`src/rtl/proc_pkg.sv`:
```
// Shared definitions for the processor sequencer: opcodes, FSM states,
// instruction classes, register-write source codes and instruction field positions.
package proc_pkg;

    localparam logic [3:0] OP_LDI = 4'b1000;
    localparam logic [3:0] OP_LDM = 4'b1001;
    localparam logic [3:0] OP_ST  = 4'b1010;
    localparam logic [3:0] OP_HLT = 4'b1111;

    localparam logic [1:0] WSEL_ALU = 2'b00;
    localparam logic [1:0] WSEL_IMM = 2'b01;
    localparam logic [1:0] WSEL_MEM = 2'b10;

    localparam int OPC_MSB   = 15;
    localparam int OPC_LSB   = 12;
    localparam int ALUOP_MSB = 14;
    localparam int ALUOP_LSB = 12;
    localparam int RD_MSB    = 11;
    localparam int RD_LSB    = 9;
    localparam int RS1_MSB   = 8;
    localparam int RS1_LSB   = 6;
    localparam int RS2_MSB   = 5;
    localparam int RS2_LSB   = 3;
    localparam int IMM_MSB   = 7;
    localparam int IMM_LSB   = 0;

    typedef enum logic [2:0] {
        S_IDLE,
        S_FETCH,
        S_DECODE,
        S_EXEC,
        S_MEM,
        S_WB,
        S_HALT
    } state_t;

    typedef enum logic [2:0] {
        CL_ALU,
        CL_LDI,
        CL_LDM,
        CL_ST,
        CL_HLT,
        CL_ILL
    } iclass_t;

endpackage

```
`src/rtl/proc_sequencer_if.sv`:
```
// Bus between the sequencer (master) and the instruction ROM / regfile / ALU /
// data memory (slave).
interface proc_sequencer_if #(
    parameter int PC_W    = 3,
    parameter int DADDR_W = 8
);
    logic               imem_req;
    logic [PC_W-1:0]    imem_addr;
    logic               imem_ack;
    logic [15:0]        imem_rdata;
    logic [2:0]         rf_raddr1;
    logic [2:0]         rf_raddr2;
    logic [2:0]         alu_op;
    logic               alu_en;
    logic               rf_we;
    logic [2:0]         rf_waddr;
    logic [1:0]         rf_wsel;
    logic               dmem_req;
    logic               dmem_we;
    logic [DADDR_W-1:0] dmem_addr;
    logic               dmem_ack;

    modport master (
        output imem_req, imem_addr, rf_raddr1, rf_raddr2, alu_op, alu_en,
               rf_we, rf_waddr, rf_wsel, dmem_req, dmem_we, dmem_addr,
        input  imem_ack, imem_rdata, dmem_ack
    );

    modport slave (
        input  imem_req, imem_addr, rf_raddr1, rf_raddr2, alu_op, alu_en,
               rf_we, rf_waddr, rf_wsel, dmem_req, dmem_we, dmem_addr,
        output imem_ack, imem_rdata, dmem_ack
    );
endinterface

```
`src/rtl/proc_decode.sv`:
```
// Combinational instruction decoder: classifies the latched instruction and
// extracts operand/destination/address fields.
module proc_decode
    import proc_pkg::*;
(
    input  logic [15:0] ir,
    output iclass_t     iclass,
    output logic [2:0]  alu_op,
    output logic [2:0]  raddr1,
    output logic [2:0]  raddr2,
    output logic [2:0]  waddr,
    output logic [7:0]  daddr,
    output logic        illegal
);
    logic [3:0] opcode;

    assign opcode = ir[OPC_MSB:OPC_LSB];

    always_comb begin
        iclass = CL_ILL;
        if (opcode[3:2] == 2'b00) begin
            iclass = CL_ALU;
        end else begin
            case (opcode)
                OP_LDI:  iclass = CL_LDI;
                OP_LDM:  iclass = CL_LDM;
                OP_ST:   iclass = CL_ST;
                OP_HLT:  iclass = CL_HLT;
                default: iclass = CL_ILL;
            endcase
        end
    end

    assign alu_op  = ir[ALUOP_MSB:ALUOP_LSB];
    assign raddr1  = ir[RS1_MSB:RS1_LSB];
    // A store reads the register named in the destination field as its data source.
    assign raddr2  = (iclass == CL_ST) ? ir[RD_MSB:RD_LSB] : ir[RS2_MSB:RS2_LSB];
    assign waddr   = ir[RD_MSB:RD_LSB];
    assign daddr   = ir[IMM_MSB:IMM_LSB];
    assign illegal = (iclass == CL_ILL);

endmodule

```
`src/rtl/proc_sequencer.sv`:
```
// Multi-cycle fetch/decode/execute control FSM; owns the PC and instruction register.
// Build macro SEQ_SINGLE_STEP_EN adds a step input: one instruction per rising edge of step.
module proc_sequencer
    import proc_pkg::*;
#(
    parameter int PC_W    = 3,
    parameter int DADDR_W = 8
) (
    input  logic             clk,
    input  logic             reset,
    input  logic             run,
`ifdef SEQ_SINGLE_STEP_EN
    input  logic             step,
`endif
    proc_sequencer_if.master bus,
    output logic             illegal,
    output logic             halted
);
    state_t          state;
    state_t          state_nx;
    logic [PC_W-1:0] pc;
    logic [15:0]     ir;
    iclass_t         iclass;
    logic [2:0]      alu_op;
    logic [2:0]      raddr1;
    logic [2:0]      raddr2;
    logic [2:0]      waddr;
    logic [7:0]      daddr;
    logic            dec_illegal;
    logic            start;
    logic            boundary_run;

    proc_decode u_decode (
        .ir      (ir),
        .iclass  (iclass),
        .alu_op  (alu_op),
        .raddr1  (raddr1),
        .raddr2  (raddr2),
        .waddr   (waddr),
        .daddr   (daddr),
        .illegal (dec_illegal)
    );

`ifdef SEQ_SINGLE_STEP_EN
    logic step_q;

    always_ff @(posedge clk or negedge reset) begin
        if (!reset) step_q <= 1'b0;
        else        step_q <= step;
    end

    // Every boundary parks in IDLE; only a fresh step edge launches the next instruction.
    assign start        = run && step && !step_q;
    assign boundary_run = 1'b0;
`else
    assign start        = run;
    assign boundary_run = run;
`endif

    always_ff @(posedge clk or negedge reset) begin
        if (!reset) begin
            state <= S_IDLE;
            pc    <= '0;
            ir    <= '0;
        end else begin
            state <= state_nx;
            if (state == S_FETCH && bus.imem_ack) begin
                ir <= bus.imem_rdata;
                pc <= pc + PC_W'(1);
            end
        end
    end

    always_comb begin
        state_nx     = state;
        bus.imem_req = 1'b0;
        bus.alu_en   = 1'b0;
        bus.rf_we    = 1'b0;
        bus.dmem_req = 1'b0;
        illegal      = 1'b0;
        case (state)
            S_IDLE:   if (start) state_nx = S_FETCH;
            S_FETCH: begin
                bus.imem_req = 1'b1;
                if (bus.imem_ack) state_nx = S_DECODE;
            end
            S_DECODE: begin
                case (iclass)
                    CL_ALU:        state_nx = S_EXEC;
                    CL_LDI:        state_nx = S_WB;
                    CL_LDM, CL_ST: state_nx = S_MEM;
                    CL_HLT:        state_nx = S_HALT;
                    default: begin
                        illegal  = dec_illegal;
                        state_nx = boundary_run ? S_FETCH : S_IDLE;
                    end
                endcase
            end
            S_EXEC: begin
                bus.alu_en = 1'b1;
                state_nx   = S_WB;
            end
            S_MEM: begin
                bus.dmem_req = 1'b1;
                if (bus.dmem_ack) state_nx = S_WB;
            end
            // Stores also pass through WB (without writing) to keep memory ops at equal latency.
            S_WB: begin
                bus.rf_we = (iclass != CL_ST);
                state_nx  = boundary_run ? S_FETCH : S_IDLE;
            end
            S_HALT:  state_nx = S_HALT;
            default: state_nx = S_IDLE;
        endcase
    end

    assign bus.imem_addr = pc;
    assign bus.rf_raddr1 = raddr1;
    assign bus.rf_raddr2 = raddr2;
    assign bus.alu_op    = alu_op;
    assign bus.rf_waddr  = waddr;
    assign bus.rf_wsel   = (iclass == CL_LDI) ? WSEL_IMM :
                           (iclass == CL_LDM) ? WSEL_MEM : WSEL_ALU;
    assign bus.dmem_we   = (state == S_MEM) && (iclass == CL_ST);
    assign bus.dmem_addr = DADDR_W'(daddr);
    assign halted        = (state == S_HALT);

endmodule

```
`src/flat_wrapper.sv`:
```
// flat-port wrapper written by rule: the top's interface ports become plain ports
module proc_sequencer_flat import proc_pkg::*;
#(
    parameter int PC_W    = 3,
    parameter int DADDR_W = 8
)
  (clk, reset, run, illegal, halted, bus_imem_req, bus_imem_addr, bus_rf_raddr1, bus_rf_raddr2, bus_alu_op, bus_alu_en, bus_rf_we, bus_rf_waddr, bus_rf_wsel, bus_dmem_req, bus_dmem_we, bus_dmem_addr, bus_imem_ack, bus_imem_rdata, bus_dmem_ack);
  proc_sequencer_if #(.PC_W(PC_W), .DADDR_W(DADDR_W)) bus_i ();
  input  logic clk;
  input  logic reset;
  input  logic run;
  output logic illegal;
  output logic halted;
  output wire logic [$bits(bus_i.imem_req)-1:0] bus_imem_req;
  output wire logic [$bits(bus_i.imem_addr)-1:0] bus_imem_addr;
  output wire logic [$bits(bus_i.rf_raddr1)-1:0] bus_rf_raddr1;
  output wire logic [$bits(bus_i.rf_raddr2)-1:0] bus_rf_raddr2;
  output wire logic [$bits(bus_i.alu_op)-1:0] bus_alu_op;
  output wire logic [$bits(bus_i.alu_en)-1:0] bus_alu_en;
  output wire logic [$bits(bus_i.rf_we)-1:0] bus_rf_we;
  output wire logic [$bits(bus_i.rf_waddr)-1:0] bus_rf_waddr;
  output wire logic [$bits(bus_i.rf_wsel)-1:0] bus_rf_wsel;
  output wire logic [$bits(bus_i.dmem_req)-1:0] bus_dmem_req;
  output wire logic [$bits(bus_i.dmem_we)-1:0] bus_dmem_we;
  output wire logic [$bits(bus_i.dmem_addr)-1:0] bus_dmem_addr;
  input wire logic [$bits(bus_i.imem_ack)-1:0] bus_imem_ack;
  input wire logic [$bits(bus_i.imem_rdata)-1:0] bus_imem_rdata;
  input wire logic [$bits(bus_i.dmem_ack)-1:0] bus_dmem_ack;
  assign bus_imem_req = bus_i.imem_req;
  assign bus_imem_addr = bus_i.imem_addr;
  assign bus_rf_raddr1 = bus_i.rf_raddr1;
  assign bus_rf_raddr2 = bus_i.rf_raddr2;
  assign bus_alu_op = bus_i.alu_op;
  assign bus_alu_en = bus_i.alu_en;
  assign bus_rf_we = bus_i.rf_we;
  assign bus_rf_waddr = bus_i.rf_waddr;
  assign bus_rf_wsel = bus_i.rf_wsel;
  assign bus_dmem_req = bus_i.dmem_req;
  assign bus_dmem_we = bus_i.dmem_we;
  assign bus_dmem_addr = bus_i.dmem_addr;
  assign bus_i.imem_ack = bus_imem_ack;
  assign bus_i.imem_rdata = bus_imem_rdata;
  assign bus_i.dmem_ack = bus_dmem_ack;
  proc_sequencer #(.PC_W(PC_W), .DADDR_W(DADDR_W)) u_core (.clk(clk), .reset(reset), .run(run), .bus(bus_i), .illegal(illegal), .halted(halted));
endmodule
```
`config.mk`:
```
export PLATFORM = sky130hd
export DESIGN_NAME = proc_sequencer_flat
export DESIGN_NICKNAME = d
export VERILOG_FILES = /design/src/rtl/proc_pkg.sv /design/src/rtl/proc_sequencer_if.sv /design/src/rtl/proc_decode.sv /design/src/rtl/proc_sequencer.sv /design/src/flat_wrapper.sv
export SDC_FILE = /design/constraint.sdc
export NUM_CORES = 1
export LEC_CHECK = 0
export BUFFER_PORTS_ARGS = -buffer_cell sky130_fd_sc_hd__buf_4
export CORE_ASPECT_RATIO = 0.9
export CORE_MARGIN = 3
export CORE_UTILIZATION = 45
export DETAILED_ROUTE_END_ITERATION = 12
export PLACE_DENSITY_LB_ADDON = 0.3
export SYNTH_ARGS = -nofsm -noshare
export SYNTH_HDL_FRONTEND = slang
export SYNTH_HIERARCHICAL = 1
export SYNTH_SLANG_ARGS = --single-unit
```
`constraint.sdc`:
```
create_clock -name clk -period 3.16 [get_ports clk]
set_input_delay 0.316 -clock clk [delete_from_list [all_inputs] [get_ports clk]]
set_output_delay 0.316 -clock clk [all_outputs]
set_load 0.01 [all_outputs]
```
==> flow_summary.ini <==
[yosys]
synth_nets = 134
synth_area_um2 = 1274
async_flop_share = 1.000
synth_edf_count = 0
yosysTopAreaCell = dfrtp_1
synth_top_area_frac = 0.4322
ys_warn_count = 6
synthFlopType = dfrtp_1
ys_ff_latch = 22
yosys-top-cells-area = dfrtp_1 43%, mux2_2 15%, buf_4 11%, mux2_4 3.5%, nor3b_1 2.4%
synth_cell_types = 34
synth_cells = 112
postSynthAreaPerCell_um2 = 11.37
ys_seq_area_frac = 0.4322

[clocking]
clock_sinks = 22
cts_setup_buffers = 0
numCtsBuffers = 3
cts_tree = done
clk-insertion-delay-late_ns = 0.30
clkTransAtPathRegs_ns = 0.12
htreeDepth = 1
clockBufferDepth = 2
root_buffer = clkbuf_4

[timing]
clock_skew_ns = 0.002208
fin_crit_sh = 0.7842
max_freq_mhz = 403.5
relSlewSlack = 0.5261
slew_violations = 0
rsz0062_at_grt = false
tns_ns = 0
hold_violations = 0
finalSetupViolCount = 0
setup_ws_ns = 0.6819
fin_crit_ns = 2.478
worst_pin_slew_ns = 0.7054

[layout]
layout_commonest_cell = buf_4
fin_area_um2 = 1597
most-common-layout-cells = 52 x buf_4, 22 x dfrtp_1, 17 x mux2_2, 5 x nor2_1, 5 x nand2_1
syn2layout_area_growth_pct = 25.34
drive_gt1_frac = 0.5510
diodes = 0
utilization = 0.6203
fillerInstances = 218
fin_nets = 170

[floorplanning]
core_area_um2 = 2574
die_h_um = 56.47
die_area_um2 = 3506
pin_count = 53
fp.dieW_um = 62.08
start_util = 0.4949
rows = 17

[critical_path]
worstPathArrival_ns = 2.16
r2r-end = u_core/state[0]
crit_required_ns = 2.84
cp_max_fo = 9
slowest_delay_ns = 0.55
reg2reg_from = u_core/ir[14]
r2r_slack_ns = 0.91
critical_path.slowest_cell = nor3_1
reg2reg_depth = 5
crit_path_end_kind = output port
crit_end = illegal
path_cells = and4_2 > nor3_1 > nor2_1 > nor4_1 > buf_4
startpoint_type = register
path_class = register to output port
path_delay_family = simple AND/OR/NAND/NOR gates
cp_num_buf_inv = 1
path_depth = 5
startpoint = u_core/ir[14]

[pwr]
cellLeakagePower_nw = 0.7410
vdd_drop_max_mv = 0.4893
total_power_mw = 1.669
pwr_density_cell_nw_per_um2 = 1046

[grt]
grt_start_max_net_pins = 23
grt_pass1_wl_um = 4188
groute.usage.overall = 0.1595
antenna_found_initial = 0
grt_pass1_vias = 932
grt_overflow = 0

[placed_design]
place_ws_ns = 0.9973
port_buffers = 52
place_area_um2 = 1550
hpwl_um = 1915
place_congestion = 0.7632

[route]
num_vias = 930
wl_per_cell_um = 13.48
first_pass_iters = 4
drcViolationCount = 0
drt_iter0_markers = 127
ant_nets = 0
finalWirelength_um = 2494
avgViaCountPerCell = 5.027

[worst_hold_path]
hold_class = input pin to register

[flow_run]
cap_violations = 0

[run_status]
outcome = finished clean
## cell usage after synthesis, types with 3 or more instances
| library cell | n |
|---|---|
| dfrtp_1 | 22 |
| mux2_4 | 3 |
| nor3b_1 | 4 |
| a21oi_1 | 3 |
| buf_2 | 3 |
| buf_4 | 18 |
| mux2_2 | 17 |
| nor2_1 | 5 |
| nand2_1 | 5 |
| xnor2_1 | 3 |
## layout make-up
type                    instances  area (um2)  share of cell area
inverters                       1       3.754            0.002351
repair buffers                 53       400.4              0.2508
well taps                      38       47.55             0.02978
clock buffers                   4       36.28             0.02273
flip-flops and latches         22       550.5              0.3448
multi-input cells              67       558.0              0.3495
## what timing repair did
item                      4_1_cts  5_1_grt
hold endpoints to repair       22        0
gates resized for setup         0        0
hold buffers                    1        0
## worst register-to-register path, cell delays in order, from the launching register on
cell and delay, ns:
dfrtp_1 0.49, and4_2 0.28, nor3_1 0.55, o21ai_0 0.16, a2111o_1 0.43, a311oi_1 0.24
## power breakdown
group	total, mW	internal [mW]	leakage [nW]	switching, mW
Combinational	0.926	0.539	0.459	0.387
Clock	0.150	0.0702	0.0210	0.0795
Sequential	0.594	0.426	0.261	0.168
Total	1.67	1.04	0.741	0.634
## flip-flops by register name, indices dropped and copies added (netlist names)
register,flops
u_core/bus.imem_addr,3
u_core/ir,16
u_core/state,3
## stage by stage
| stage | hold slack (ns) | cells |
|---|---|---|
| final | 0.2406 | 185 |
| after global routing | 0.2237 | 185 |
| after CTS | 0.2289 | 185 |
| after detailed placement | 0.2201 | 180 |
| after global placement | 0.2164 | 180 |
| after floorplan | 0.02041 | 112 |
## worst min path at each step
| stage | startpoint | to | slack [ns] | cells past startpoint |
|---|---|---|---|---|
| after floorplan | reset | u_core/bus.imem_addr[0] | 0.02 | 0 |
| after global placement | reset | u_core/ir[11] | 0.22 | 1 |
| after detailed placement | reset | u_core/ir[7] | 0.22 | 1 |
| after CTS | bus_imem_rdata[1] | u_core/ir[1] | 0.23 | 2 |
| after global routing | bus_imem_rdata[6] | u_core/ir[6] | 0.22 | 2 |
| final | bus_imem_rdata[8] | u_core/ir[8] | 0.24 | 2 |
## cells by family after synthesis
| family | Yosys count | synth area share |
|---|---|---|
| mux | 20 | 0.1857 |
| fa+ha+maj | 1 | 0.009822 |
| simple gates | 31 | 0.1562 |
| flops | 22 | 0.4322 |
| xor+xnor | 4 | 0.02751 |
| compound gates | 11 | 0.05895 |
| buf+inv | 23 | 0.1297 |
## metal layers
layer | vias to the layer above | share of wire | global-route usage
met5 | - | 0 | 0
met4 | 0 | 0.0060 | 0.05455
met3 | 2 | 0.082 | 0.05057
met2 | 42 | 0.51 | 0.2663
met1 | 439 | 0.40 | 0.1867
li1 | 447 | - | -
(Power assumes the default switching activity.)
